File: src/rtl/p4_adder_if.sv
// Bus bundle for the p4_adder: operands, carry-in, combinational and registered results.
// P4_OVERFLOW_FLAG_EN adds the signed-overflow flags OVF / OVF_SYNC.
interface p4_adder_if #(
  parameter int DWIDTH = 32
);
  logic [DWIDTH-1:0] A;
  logic [DWIDTH-1:0] B;
  logic              CIN;
  logic [DWIDTH-1:0] S;
  logic              COUT;
  logic [DWIDTH-1:0] S_SYNC;
  logic              COUT_SYNC;
`ifdef P4_OVERFLOW_FLAG_EN
  logic              OVF;
  logic              OVF_SYNC;

  modport master (output A, B, CIN, input S, COUT, S_SYNC, COUT_SYNC, OVF, OVF_SYNC);
  modport slave  (input A, B, CIN, output S, COUT, S_SYNC, COUT_SYNC, OVF, OVF_SYNC);
`else
  modport master (output A, B, CIN, input S, COUT, S_SYNC, COUT_SYNC);
  modport slave  (input A, B, CIN, output S, COUT, S_SYNC, COUT_SYNC);
`endif
endinterface

File: src/rtl/p4_adder.sv
// Pentium-4-style sparse-tree adder: one prefix carry per 4-bit block feeding carry-select sums.
// Optional macro P4_OVERFLOW_FLAG_EN adds signed overflow outputs OVF / OVF_SYNC.
module p4_adder #(
  parameter int DWIDTH = 32
) (
  input  logic       clk,
  input  logic       rst,
  p4_adder_if.slave  bus
);
  localparam int NBLK = DWIDTH / 4;

  logic [DWIDTH-1:0] sum_s;
  logic [NBLK-1:0]   blk_cin_s;
  logic              cout_s;
  logic              ovf_s;

  logic [DWIDTH-1:0] s_q, s_d;
  logic              cout_q, cout_d;
  logic              ovf_q, ovf_d;

  // Returns {carry_out, sum[3:0]} of a 4-bit ripple-carry adder.
  function automatic logic [4:0] ripple4(input logic [3:0] a, input logic [3:0] b, input logic cin);
    logic       c;
    logic [3:0] s;
    c = cin;
    s = 4'b0000;
    for (int i = 0; i < 4; i++) begin
      s[i] = a[i] ^ b[i] ^ c;
      c    = (a[i] & b[i]) | ((a[i] ^ b[i]) & c);
    end
    return {c, s};
  endfunction

  // Sparse carry tree: per-block group G/P, then radix-2 prefix over blocks.
  always_comb begin : carry_tree
    logic [DWIDTH-1:0] p_v, g_v;
    logic [NBLK-1:0]   gt, pt, gn, pn;
    logic              gg, pp;
    p_v = bus.A ^ bus.B;
    g_v = bus.A & bus.B;
    g_v[0] = g_v[0] | (p_v[0] & bus.CIN);
    gt = '0;
    pt = '0;
    for (int k = 0; k < NBLK; k++) begin
      gg = 1'b0;
      pp = 1'b1;
      for (int i = 0; i < 4; i++) begin
        gg = g_v[4*k+i] | (p_v[4*k+i] & gg);
        pp = pp & p_v[4*k+i];
      end
      gt[k] = gg;
      pt[k] = pp;
    end
    for (int d = 1; d < NBLK; d = d * 2) begin
      gn = gt;
      pn = pt;
      for (int k = d; k < NBLK; k++) begin
        gn[k] = gt[k] | (pt[k] & gt[k-d]);
        pn[k] = pt[k] & pt[k-d];
      end
      gt = gn;
      pt = pn;
    end
    // gt[k] is now C(4(k+1)); block 0 takes CIN directly.
    blk_cin_s = {gt[NBLK-2:0], bus.CIN};
    cout_s    = gt[NBLK-1];
  end

  // Carry-select sum: each block precomputes both carry-in cases and picks one.
  always_comb begin : sum_select
    logic [4:0] lo, hi;
    sum_s = '0;
    for (int k = 0; k < NBLK; k++) begin
      lo = ripple4(bus.A[4*k +: 4], bus.B[4*k +: 4], 1'b0);
      hi = ripple4(bus.A[4*k +: 4], bus.B[4*k +: 4], 1'b1);
      sum_s[4*k +: 4] = blk_cin_s[k] ? hi[3:0] : lo[3:0];
    end
  end

  // Overflow = carry out of MSB xor carry into MSB (recovered from the MSB sum bit).
  always_comb begin : ovf_calc
    ovf_s = cout_s ^ (bus.A[DWIDTH-1] ^ bus.B[DWIDTH-1] ^ sum_s[DWIDTH-1]);
  end

  // Next-state for the registered copy.
  always_comb begin : sync_next
    s_d    = sum_s;
    cout_d = cout_s;
    ovf_d  = ovf_s;
  end

  // Registered outputs, cleared asynchronously by rst.
  always_ff @(posedge clk or posedge rst) begin
    if (rst) begin
      s_q    <= '0;
      cout_q <= 1'b0;
      ovf_q  <= 1'b0;
    end else begin
      s_q    <= s_d;
      cout_q <= cout_d;
      ovf_q  <= ovf_d;
    end
  end

  assign bus.S         = sum_s;
  assign bus.COUT      = cout_s;
  assign bus.S_SYNC    = s_q;
  assign bus.COUT_SYNC = cout_q;
`ifdef P4_OVERFLOW_FLAG_EN
  assign bus.OVF       = ovf_s;
  assign bus.OVF_SYNC  = ovf_q;
`else
  logic unused_ovf_s;
  assign unused_ovf_s  = ovf_q;
`endif
endmodule

File: src/flat_wrapper.sv
// flat-port wrapper written by rule: the top's interface ports become plain ports
module p4_adder_flat 
#(
  parameter int DWIDTH = 32
)
  (clk, rst, bus_A, bus_B, bus_CIN, bus_S, bus_COUT, bus_S_SYNC, bus_COUT_SYNC);
  p4_adder_if #(.DWIDTH(DWIDTH)) bus_i ();
  input  logic clk;
  input  logic rst;
  input wire logic [$bits(bus_i.A)-1:0] bus_A;
  input wire logic [$bits(bus_i.B)-1:0] bus_B;
  input wire logic [$bits(bus_i.CIN)-1:0] bus_CIN;
  output wire logic [$bits(bus_i.S)-1:0] bus_S;
  output wire logic [$bits(bus_i.COUT)-1:0] bus_COUT;
  output wire logic [$bits(bus_i.S_SYNC)-1:0] bus_S_SYNC;
  output wire logic [$bits(bus_i.COUT_SYNC)-1:0] bus_COUT_SYNC;
  assign bus_i.A = bus_A;
  assign bus_i.B = bus_B;
  assign bus_i.CIN = bus_CIN;
  assign bus_S = bus_i.S;
  assign bus_COUT = bus_i.COUT;
  assign bus_S_SYNC = bus_i.S_SYNC;
  assign bus_COUT_SYNC = bus_i.COUT_SYNC;
  p4_adder #(.DWIDTH(DWIDTH)) u_core (.clk(clk), .rst(rst), .bus(bus_i));
endmodule
File: config.mk
export PLATFORM = sky130hd
export DESIGN_NAME = p4_adder_flat
export DESIGN_NICKNAME = d
export VERILOG_FILES = /design/src/rtl/p4_adder_if.sv /design/src/rtl/p4_adder.sv /design/src/flat_wrapper.sv
export SDC_FILE = /design/constraint.sdc
export NUM_CORES = 1
export LEC_CHECK = 0
export ABC_AREA = 1
export BUFFER_PORTS_ARGS = -buffer_cell sky130_fd_sc_hd__buf_4
export CAP_MARGIN = 20
export CORE_MARGIN = 5
export CORE_UTILIZATION = 51
export CTS_BUF_LIST = sky130_fd_sc_hd__clkbuf_8
export DETAILED_ROUTE_END_ITERATION = 8
export GPL_TIMING_DRIVEN = 1
export PLACE_DENSITY = 0.89
export REMOVE_ABC_BUFFERS = 1
export SETUP_SLACK_MARGIN = 0.3
export SYNTH_ARGS = -nofsm -noshare
export SYNTH_HDL_FRONTEND = slang
export SYNTH_SLANG_ARGS = --single-unit
File: constraint.sdc
create_clock -name clk -period 12.55 [get_ports clk]
set_input_delay 3.1375 -clock clk [delete_from_list [all_inputs] [get_ports clk]]
set_output_delay 3.1375 -clock clk [all_outputs]
set_load 0.05 [all_outputs]
## After elaboration in Yosys (flattened, before gate mapping)

Cells that the tools add are included.
W data, S select, Z words.

| storage, ports and cells | value |
|---|---|
| word-level logic and storage cells | 311 |
| output and inout bits | 66 |
| register bits | 33 |

| cells by class | value |
|---|---|
| bitwise operators | 301 |
| mux-type cells | 8 |

Operators by type and width:

| operator | count |
|---|---|
| $and A1 B1 Y1 | 129 |
| $or A1 B1 Y1 | 82 |
| $xor A1 B1 Y1 | 80 |
| $and A32 B32 Y32 | 1 |
| $mux W4 | 8 |
| $xor A32 B32 Y32 | 1 |
| $not A1 Y1 | 8 |

## Longest topological paths before layout

| depth | value |
|---|---|
| depth in word-level cells | 15 |
| gate-level depth with buffers | 18 |
| mapped depth without buffers | 18 |

## Least setup slack after synthesis

No wires, ideal clock.

| path | value |
|---|---|
| path kind | input port to output port |
| start point | input port bus_CIN |
| end point | output port bus_S[27] |
| stages | 17 |
| data arrival time | 5875 ps |
| slack | 3538 ps |
| cell sequence | inv_1 fa_1 inv_1 nand2_1 nand2_1 nand2_1 nand2_1 nand2_1 nand2_2 nand2_1 nand2_2 nand2_1 nand3_1 nand2_1 fa_1 fa_1 xor2_1 |

| on the way | value |
|---|---|
| cells in the longest elaborated chain, start to end | 13 |

Ends and longest elaborated chain:

| element | RTL line | source |
|---|---|---|
| start: declaration | flat_wrapper.sv:12 | `input wire logic [$bits(bus_i.CIN)-1:0] bus_CIN;` |
| $and A1 B1 Y1 | p4_adder.sv:41 | `g_v[0] = g_v[0] \| (p_v[0] & bus.CIN);` |
| $or A1 B1 Y1 | p4_adder.sv:41 |  |
| $and A1 B1 Y1 | p4_adder.sv:48 | `gg = g_v[4*k+i] \| (p_v[4*k+i] & gg);` |
| $or A1 B1 Y1 | p4_adder.sv:48 |  |
| $and A1 B1 Y1 | p4_adder.sv:48 |  |
| $or A1 B1 Y1 | p4_adder.sv:48 |  |
| $and A1 B1 Y1 | p4_adder.sv:48 |  |
| $or A1 B1 Y1 | p4_adder.sv:48 |  |
| $and A1 B1 Y1 | p4_adder.sv:58 | `gn[k] = gt[k] \| (pt[k] & gt[k-d]);` |
| $or A1 B1 Y1 | p4_adder.sv:58 |  |
| $and A1 B1 Y1 | p4_adder.sv:58 |  |
| $or A1 B1 Y1 | p4_adder.sv:58 |  |
| $mux W4 | p4_adder.sv:76 | `sum_s[4*k +: 4] = blk_cin_s[k] ? hi[3:0] : lo[3:0];` |
| end: declaration | flat_wrapper.sv:13 | `output wire logic [$bits(bus_i.S)-1:0] bus_S;` |

Every way passes these cells.

## Worst setup path in the final report

| path | value |
|---|---|
| start point | input port bus_CIN |
| end point | output port bus_S[31] |

Same word-level chain as after synthesis.

==> results_dict.tcl <==
set metrics [dict create \
    run_status "complete, no violations" \
    ios 133 \
    routed_wl_mm 6.68 \
    fmax_mhz 112 \
    setup_ws_ns 3.59 \
    cts.htree.levels 2 \
    start_util 0.528 \
    antenna_cells 0 \
    drt_iter0_drc 40 \
    synthCells 274 \
    vias_per_cell 4.74 \
    min_period_ns 8.96 \
    firstDrtPassIters 4 \
    hold_buffers 0 \
    hold_path.class "in2async" \
    drc 0 \
    wl_per_cell_um 13.8 \
    rsz0062_at_grt "no" \
    synth.avg_cell_area_um2 9.17 \
    final_common_cell "buf_4" \
    ant_nets 0 \
    hold_violations 0 \
    slew_viol_final 0 \
    die-height_um 80.2 \
    antenna_found_initial 0 \
    power.density_nw_per_um2 151 \
    fp.dieW_um 80.2 \
    cts_buffers 5 \
    worst_pin_slew_ns 0.436 \
    ff_latch_area_um2 826 \
    grt_pass1_wl_mm 10.9 \
    fp-row-count 25 \
    vias 2285 \
    clockBufferDepth 2 \
    yosys_register_bits 33 \
    gr-total-overflow 0 \
    pre_cts_ws_ns 3.60 \
    power_leakage_nw 2.08 \
    endpoint_kind "output port" \
    ys_seq_area_frac 0.329 \
    async_flop_share 1.00 \
    core_region_area_um2 4750 \
    synthToLayoutAreaGrowth_pct 47.1 \
    crit_type "in2out" \
    cts_resized 0 \
    cap_violations 0 \
    ir_worst_vdd_v 0.0000893 \
    fin_crit_sh 0.714 \
    die-area_um2 6430 \
    final_cell_mix "133 x buf_4, 65 x nand2_1, 46 x inv_1" \
    startpoint_type "input port" \
    layout.nets 538 \
    cts_sinks 33 \
    cp.required_ns 9.41 \
    place_hpwl_mm 5.87 \
    synth_enable_flop_cells 0 \
    post-cts-setup-buffers 0 \
    arrival_ns 5.82 \
    place_congestion 0.818 \
    synth_ff_type "dfrtp_1" \
    yosys-top-cells-area "dfrtp_1 33%, ha_1 20%, fa_1 14%" \
    root_buffer "clkbuf_8" \
    ys_warn_count 0 \
    worst-path-max-fanout 5 \
    synth_top_area_cell "dfrtp_1" \
    grt_pass1_vias 2513 \
    drive_gt1_frac 0.383 \
    slew_headroom 0.709 \
    setup_viol 0 \
    synthesis.area_um2 2510 \
    grtUsageTotal 0.218 \
    fillCellCount 365 \
    grt_max_degree 34 \
    synth.distinct_cells 21 \
    portBuffers 132 \
    final.setup.tns_ns 0 \
    hold_slack_ns 2.97 \
    path_clk_slew_ns 0.07 \
    cts_tree "built" \
    synth_top_area_share 0.329 \
    multi_input_area_um2 1500 \
]
-- critical path: stages --
cell and delay [ns]:
buf_4 0.08, inv_1 0.06, fa_1 0.41, inv_1 0.06, nand2_1 0.04, nand2_1 0.05
nand2_1 0.04, nand2_1 0.05, nand2_1 0.05, nand2_2 0.10, nand2_1 0.08, nand2_2 0.14
nand2_2 0.08, nand3_1 0.07, nand2_1 0.07, fa_1 0.39, fa_1 0.41, xor2_1 0.24
buf_4 0.25
-- layout make-up --
type	count	area share
Sequential cell	33	0.223
Inverter	49	0.0498
Multi-Input combinational cell	192	0.407
Clock buffer	7	0.0261
Clock inverter	1	0.00135
Timing Repair Buffer	133	0.270
Tap cell	67	0.0227
-- cell usage after synthesis (2+ instances only) --
cell type   n
ha_1       40
nand3_1    15
fa_1       17
o21ai_1     2
nor2_2      5
nand2_1    65
xor2_1     11
inv_2       3
nand2_2     6
inv_1      46
nor3_2      2
nor2_1     10
dfrtp_1    33
a21oi_1    12
-- metal layers --
metal	part of all wire	track usage
met1	0.35	0.218
met2	0.57	0.431
met3	0.060	0.0493
met4	0.025	0.0777
met5	0	0
-- worst paths after layout --
| path | from | to | slack, ns | depth (start not counted) |
|---|---|---|---|---|
| setup / recovery | bus_CIN | bus_S[31] | 3.59 | 19 |
| max in group asynchronous | rst | u_core.bus.S_SYNC[31] | 9.27 | 3 |
| hold / removal | rst | u_core.bus.S_SYNC[1] | 2.97 | 3 |
| min in group clk | bus_A[25] | u_core.bus.S_SYNC[25] | 3.16 | 2 |
-- metrics by stage --
step           total power [mW]  instances   util  cell area, um2
4_1_cts                   0.565        482  0.777            3700
5_1_grt                   0.589        482  0.777            3700
3_5_place_dp              0.474        474  0.756            3590
6_report                  0.560        482  0.777            3700
3_3_place_gp              0.465        474  0.756            3590
2_1_floorplan             0.367        274      -            2510
-- power breakdown --
part | total (mW) | internal (mW) | switching (mW)
combinational | 0.335 | 0.0993 | 0.236
sequential | 0.135 | 0.128 | 0.00642
clock | 0.0897 | 0.0496 | 0.0401
-- cells by family (layout without fill, tap and decap cells) --
group | count (synthesis) | count (layout) | share of synthesized area
simple gates | 105 | 105 | 0.183
fa+ha+maj | 57 | 57 | 0.335
buf+inv | 49 | 190 | 0.0732
flops | 33 | 33 | 0.329
compound gates | 19 | 19 | 0.0423
xor+xnor | 11 | 11 | 0.0383
-- flip-flops by register name, summed over array words and instances (netlist names) --
register and count:
u_core.bus.COUT_SYNC 1, u_core.bus.S_SYNC 32
No activity file was read; power rests on OpenSTA's default activity.
